## src/rtl/page_fault_tracker_pkg.sv

```systemverilog
// rtl/page_fault_tracker_pkg.sv - ExceptStruct package: exception pack, fault slot types, ecause codes
package ExceptStruct;

   localparam int XLEN = 64;

   // Trap cause codes for the three page-fault flavours
   localparam logic [XLEN-1:0] INST_PAGE_FAULT  = XLEN'(12);
   localparam logic [XLEN-1:0] LOAD_PAGE_FAULT  = XLEN'(13);
   localparam logic [XLEN-1:0] STORE_PAGE_FAULT = XLEN'(15);

   typedef struct packed {
      logic            except;
      logic [XLEN-1:0] epc;
      logic [XLEN-1:0] ecause;
      logic [XLEN-1:0] etval;
   } ExceptPack;

   typedef enum logic [1:0] {
      PF_NONE  = 2'b00,
      PF_INST  = 2'b01,
      PF_LOAD  = 2'b10,
      PF_STORE = 2'b11
   } pf_type_e;

   // A slot is occupied whenever its type is not PF_NONE
   typedef struct packed {
      logic [XLEN-1:0] pc;
      logic [XLEN-1:0] va;
      pf_type_e        ptype;
   } pf_slot_t;

   typedef enum logic [1:0] {
      ST_IDLE    = 2'b00,
      ST_PRESENT = 2'b01,
      ST_CLEAR   = 2'b10
   } pf_state_e;

   function automatic logic [XLEN-1:0] ecause_of(input pf_type_e t);
      case (t)
         PF_INST:  return INST_PAGE_FAULT;
         PF_LOAD:  return LOAD_PAGE_FAULT;
         PF_STORE: return STORE_PAGE_FAULT;
         default:  return '0;
      endcase
   endfunction

endpackage

```

## src/rtl/page_fault_tracker_prio_select.sv

```systemverilog
// rtl/page_fault_tracker_prio_select.sv - pf_prio_select: highest-index occupied slot picker
import ExceptStruct::*;

module pf_prio_select #(
   parameter int NCH = 3
) (
   input  pf_slot_t [NCH-1:0] slot_i,
   input  logic     [NCH-1:0] valid_i,
   output logic     [NCH-1:0] grant_o,
   output pf_slot_t           sel_o
);

   // Ascending scan so the highest occupied index (oldest stage) wins
   always_comb begin
      grant_o = '0;
      sel_o   = '0;
      for (int k = 0; k < NCH; k++) begin
         if (valid_i[k]) begin
            grant_o    = '0;
            grant_o[k] = 1'b1;
            sel_o      = slot_i[k];
         end
      end
   end

endmodule

```

## src/rtl/page_fault_tracker.sv

```systemverilog
// rtl/page_fault_tracker.sv - multi-channel page-fault collector and presenter; PF_STATS_EN adds per-type ack counters
import ExceptStruct::*;

module page_fault_tracker #(
   parameter int NCH    = 3,
   parameter int XLEN   = ExceptStruct::XLEN,
   parameter int DROP_W = 8
) (
   input  logic                      clk,
   input  logic                      rstn,
   input  logic [NCH-1:0]            pf_valid_i,
   input  logic [NCH-1:0][1:0]       pf_type_i,
   input  logic [NCH-1:0][XLEN-1:0]  pf_pc_i,
   input  logic [NCH-1:0][XLEN-1:0]  pf_va_i,
   input  logic                      flush_i,
   input  logic                      ack_i,
   output ExceptPack                 except_o,
   output logic [NCH-1:0]            pending_o,
   output logic                      busy_o,
   output logic [DROP_W-1:0]         drop_cnt_o,
   output logic [15:0]               stat_inst_o,
   output logic [15:0]               stat_load_o,
   output logic [15:0]               stat_store_o
);

   pf_slot_t [NCH-1:0] slot_q, slot_d;
   pf_state_e          state_q, state_d;
   ExceptPack          except_q, except_d;
   logic [DROP_W-1:0]  drop_q, drop_d;

   logic [NCH-1:0] occ_q, occ_d, rpt, cap, drop, grant;
   logic           ack_take, cap_en, clear_all;
   pf_slot_t       sel_slot;

   // Capture/drop qualification; trap hand-off and flush both discard new reports
   always_comb begin
      ack_take  = ack_i && (state_q == ST_PRESENT);
      clear_all = flush_i || ack_take || (state_q == ST_CLEAR);
      cap_en    = !clear_all;
      for (int k = 0; k < NCH; k++) begin
         rpt[k]   = pf_valid_i[k] && (pf_type_i[k] != 2'b00);
         occ_q[k] = (slot_q[k].ptype != PF_NONE);
         cap[k]   = cap_en && rpt[k] && !occ_q[k];
         drop[k]  = cap_en && rpt[k] && occ_q[k];
      end
   end

   // Next slot contents; selection looks at these so a report shows up one cycle later
   always_comb begin
      slot_d = slot_q;
      if (clear_all) begin
         slot_d = '0;
      end else begin
         for (int k = 0; k < NCH; k++) begin
            if (cap[k]) begin
               slot_d[k].pc    = pf_pc_i[k];
               slot_d[k].va    = pf_va_i[k];
               slot_d[k].ptype = pf_type_e'(pf_type_i[k]);
            end
         end
      end
      for (int k = 0; k < NCH; k++) begin
         occ_d[k] = (slot_d[k].ptype != PF_NONE);
      end
   end

   pf_prio_select #(.NCH(NCH)) u_prio (
      .slot_i  (slot_d),
      .valid_i (occ_d),
      .grant_o (grant),
      .sel_o   (sel_slot)
   );

   // FSM next state and the registered exception pack
   always_comb begin
      state_d  = state_q;
      except_d = '0;
      unique case (state_q)
         ST_IDLE:    if (|occ_d) state_d = ST_PRESENT;
         ST_PRESENT: begin
            if (ack_take)     state_d = ST_CLEAR;
            else if (flush_i) state_d = ST_IDLE;
         end
         ST_CLEAR:   state_d = ST_IDLE;
         default:    state_d = ST_IDLE;
      endcase
      if (state_d == ST_PRESENT && |grant) begin
         except_d.except = 1'b1;
         except_d.epc    = sel_slot.pc;
         except_d.ecause = ecause_of(sel_slot.ptype);
         except_d.etval  = sel_slot.va;
      end
   end

   // Saturating drop counter; several channels may drop in one cycle
   always_comb begin
      drop_d = drop_q;
      for (int k = 0; k < NCH; k++) begin
         if (drop[k] && drop_d != '1) drop_d = drop_d + DROP_W'(1);
      end
   end

   // Main state registers
   always_ff @(posedge clk or negedge rstn) begin
      if (!rstn) begin
         slot_q   <= '0;
         state_q  <= ST_IDLE;
         except_q <= '0;
         drop_q   <= '0;
      end else begin
         slot_q   <= slot_d;
         state_q  <= state_d;
         except_q <= except_d;
         drop_q   <= drop_d;
      end
   end

   assign except_o   = except_q;
   assign pending_o  = occ_q;
   assign busy_o     = (state_q != ST_IDLE);
   assign drop_cnt_o = drop_q;

`ifdef PF_STATS_EN
   logic [15:0] stat_inst_q, stat_inst_d;
   logic [15:0] stat_load_q, stat_load_d;
   logic [15:0] stat_store_q, stat_store_d;

   // Count acknowledged faults by the cause currently presented
   always_comb begin
      stat_inst_d  = stat_inst_q;
      stat_load_d  = stat_load_q;
      stat_store_d = stat_store_q;
      if (ack_take) begin
         if (except_q.ecause == INST_PAGE_FAULT && stat_inst_q != '1)
            stat_inst_d = stat_inst_q + 16'd1;
         if (except_q.ecause == LOAD_PAGE_FAULT && stat_load_q != '1)
            stat_load_d = stat_load_q + 16'd1;
         if (except_q.ecause == STORE_PAGE_FAULT && stat_store_q != '1)
            stat_store_d = stat_store_q + 16'd1;
      end
   end

   // Statistics registers, cleared only by reset
   always_ff @(posedge clk or negedge rstn) begin
      if (!rstn) begin
         stat_inst_q  <= '0;
         stat_load_q  <= '0;
         stat_store_q <= '0;
      end else begin
         stat_inst_q  <= stat_inst_d;
         stat_load_q  <= stat_load_d;
         stat_store_q <= stat_store_d;
      end
   end

   assign stat_inst_o  = stat_inst_q;
   assign stat_load_o  = stat_load_q;
   assign stat_store_o = stat_store_q;
`else
   assign stat_inst_o  = '0;
   assign stat_load_o  = '0;
   assign stat_store_o = '0;
`endif

endmodule

```

## config.mk

```make
export PLATFORM = sky130hd
export DESIGN_NAME = page_fault_tracker
export DESIGN_NICKNAME = d
export VERILOG_FILES = /design/src/rtl/page_fault_tracker_pkg.sv /design/src/rtl/page_fault_tracker_prio_select.sv /design/src/rtl/page_fault_tracker.sv
export SDC_FILE = /design/constraint.sdc
export NUM_CORES = 1
export LEC_CHECK = 0
export ABC_CLOCK_PERIOD_IN_PS = 10000
export CELL_PAD_IN_SITES_DETAIL_PLACEMENT = 1
export CELL_PAD_IN_SITES_GLOBAL_PLACEMENT = 1
export CORE_UTILIZATION = 39
export CTS_BUF_LIST = sky130_fd_sc_hd__clkbuf_16
export CTS_CLUSTER_DIAMETER = 50
export DETAILED_ROUTE_END_ITERATION = 8
export PLACE_DENSITY_LB_ADDON = 0.1
export SKIP_CTS_REPAIR_TIMING = 1
export SYNTH_ARGS = -nofsm -noshare
export SYNTH_HDL_FRONTEND = slang
export SYNTH_SLANG_ARGS = --single-unit
export TNS_END_PERCENT = 50
```

## constraint.sdc

```tcl
create_clock -name clk -period 10 [get_ports clk]
set_input_delay 1.5 -clock clk [delete_from_list [all_inputs] [get_ports clk]]
set_output_delay 1.5 -clock clk [all_outputs]
set_load 0.05 [all_outputs]
```

==> impl_metrics.yaml <==
die:
  die_area_sq_um: 63000
  initial_core_util_pct: 39.7
  rows: 90
  design.core.area_sq_um: 60800
  die_w_um: 251
  ios: 650
  die_h_um: 251
placed_design:
  dpl.hpwl_mm: 60.9
  port_buffers: 541
  gp_congestion: 0.887
min_path:
  holdPathStages: 2
  hold-path-endpoint: "slot_q[94]"
  hold_path.class: "flip-flop to flip-flop"
  min_from: "slot_q[94]"
sta:
  finClkSkew_ns: 0.0228
  rsz0062_at_grt: "no"
  period_needed_ns: 6.65
  tns_ns: 0
  slew_viol_final: 0
  tightestPinTransition_ns: 1.33
  fin_crit_sh_pct: 66.5
  fmax_ghz: 0.150
  finalHoldViolations: 0
  maxSlewHeadroom_pct: 10.8
  setup_viol: 0
detailed_routing:
  post_drt_via_cell_ratio: 5.41
  drt_iter0_markers: 1294
  wire_per_inst_um: 23.3
  drt.antenna.violating_nets: 0
  vias: 21700
  totalWireLength_mm: 93.5
  drc: 0
  dr.pass1.iters: 5
synth:
  synth_ff_type: "dfrtp_1"
  synthCells: 2743
  yosysSeqAreaShare_pct: 55.1
  avgSynthCellArea_sq_um: 8.81
  yosys_register_bits: 532
  synth-async-reset-ratio_pct: 100
  syn_area_sq_um: 24200
  synth.distinct_cells: 61
  synth-edff-count: 0
  ys_warn_count: 0
global_route:
  grt_usage_pct: 29.2
  grt_pass1_wl_mm: 141
  grt_pass1_vias: 22800
  grt_max_degree: 188
  antenna_found_initial: 25
  grt_overflow_total: 0
critical_path:
  rr_worst_depth: 13
  path_max_fanout: 85
  crit_start: "ack_i"
  max_stage_delay_ns: 0.95
  critPathKind: "input port to flip-flop"
  crit_arrival_ns: 7.06
  r2r-end: "except_o[187]"
  path_common_cell: "buf_4"
  required_ns: 10.42
  critPathCaptureType: "flip-flop"
  r2r-start: "state_q[0]"
  reg2reg_slack_ns: 4.22
  crit_slowest_cell: "buf_4"
  start_kind: "input port"
  cp_cell_sequence: "clkdlybuf4s50_1, and3b_1, or3_4, buf_4, nor3_2, buf_4, a21oi_1, nor2_1, nor2_4, buf_4, buf_4, nor3b_1, a21oi_1, a211oi_1"
cells_and_area:
  final_common_cell: "nand2_1"
  final_cell_mix: "795 x nand2_1, 540 x clkdlybuf4s50_1, 532 x dfrtp_1"
  syn2layout_area_growth_pct: 31.9
  filler_cell_count: 6983
  nets: 3555
  drive_gt1_share_pct: 4.55
  utilization_pct: 52.4
pwr:
  clkPwrFrac_pct: 37.0
  p_leak_uw: 0.0139
  pwr-share-comb_pct: 25.5
  ir_worst_vdd_mv: 0.100
  p_sw_uw: 2260
  cellPowerDensity_nw_per_um2: 204
  pwr-share-seq_pct: 37.5
  p_int_uw: 4250
  switching_share_pct: 34.7
clock_tree:
  cts.sinks: 532
  ctsHtreeMaxLevel: 3
  cts_tree: "built"
  clock_latency_ns: 0.59
  clk_path_buf_depth: 3
  cts.clk_slew.worst_paths_ns: 0.06
  numCtsBuffers: 68
  root_buffer: "clkbuf_16"
run:
  drv_cap: 0
run_status:
  status: "finished clean"
==> cell families (layout without fill, tap and decap cells) <==
family / count (synthesis) / in the layout / synth area share [%]
buffers and inverters: 340 / 697 / 7.04
XOR/XNOR: 10 / 10 / 0.362
flip-flops: 532 / 532 / 55.1
other: 1 / 127 / 0.0155
multiplexers: 6 / 6 / 0.254
AO/OA/AOI/OAI: 580 / 580 / 14.0
adder cells (fa/ha/maj): 2 / 2 / 0.104
AND/OR/NAND/NOR: 1272 / 1272 / 23.2
==> state kept, by name, summed over array words and instances (netlist names) <==
register,count
except_o,132
state_q,2
drop_cnt_o,8
slot_q,390
==> final cells by class <==
type	count	area (sq um)	area share (%)
sequential	532	13300	41.8
multi-input combinational	1978	9630	30.2
timing repair buffer	568	5670	17.8
clock buffer	73	1830	5.73
tap	782	978	3.07
clock inverter	48	369	1.16
antenna	19	47.5	0.149
inverter	8	30.0	0.0942
==> worst max-delay path by stage <==
stage,slack (ns),end
4_1_cts,3.33,except_o[187]
3_3_place_gp,2.90,except_o[164]
3_5_place_dp,2.70,except_o[187]
5_1_grt,2.98,except_o[165]
2_1_floorplan,5.09,drop_cnt_o[3]
6_report,3.35,except_o[187]
==> cells in the mapped netlist (4+ instances only) <==
library cell	instances	area share, %
mux2i_1	5	0.21
o21ai_0	9	0.19
xnor2_1	7	0.25
a31oi_1	4	0.10
buf_1	10	0.16
nand3_1	140	2.9
a211oi_1	128	4.0
nor3_1	9	0.19
nand2_1	797	12
a21oi_1	406	8.4
dfrtp_1	532	55
inv_1	8	0.12
nor3b_1	128	4.0
and3_1	4	0.10
buf_4	109	3.4
nor2_1	155	2.4
or3_1	8	0.21
and2_1	5	0.13
clkbuf_1	211	3.3
nor2b_1	4	0.10
==> metal layers <==
metal  GRT usage, %  routed length (um)  part of all wire, %  vias to the layer above
met5              0                 121                 0.13                        -
met1           37.8               39400                   42                    11100
met2           48.3               45500                   49                      640
li1               -                   -                    -                     9828
met4           11.0                2830                  3.0                       20
met3           6.09                5640                  6.0                      143
==> power by group through the flow <==
stage | logic [uW] | clock network [uW] | registers [uW]
finish | 1660 | 2410 | 2440
global route | 1780 | 2540 | 2460
CTS | 1670 | 2450 | 2440
detailed placement | 1660 | 0 | 2480
global placement | 1630 | 0 | 2470
floorplan | 904 | 0 | 2580
==> metrics by stage <==
| stage | power [uW] | area [sq um] | setup slack (ns) | hold WS, ns | instances |
|---|---|---|---|---|---|
| 3_5_place_dp | 4140 | 29600 | 2.70 | 0.474 | 3868 |
| 5_1_grt | 6770 | 31800 | 2.98 | 0.505 | 3999 |
| 4_1_cts | 6560 | 31800 | 3.33 | 0.489 | 3989 |
| 3_3_place_gp | 4100 | 29600 | 2.90 | 0.468 | 3868 |
| 2_1_floorplan | 3490 | 24600 | 5.09 | 0.455 | 2850 |
| 6_report | 6510 | 31900 | 3.35 | 0.487 | 4008 |
==> critical path: cells and delay by family <==
kind | cells | cell delay, ns
simple gates | 6 | 1.76
compound gates | 3 | 0.58
buf+inv | 5 | 3.07
Power figures use the tool's default switching activity.
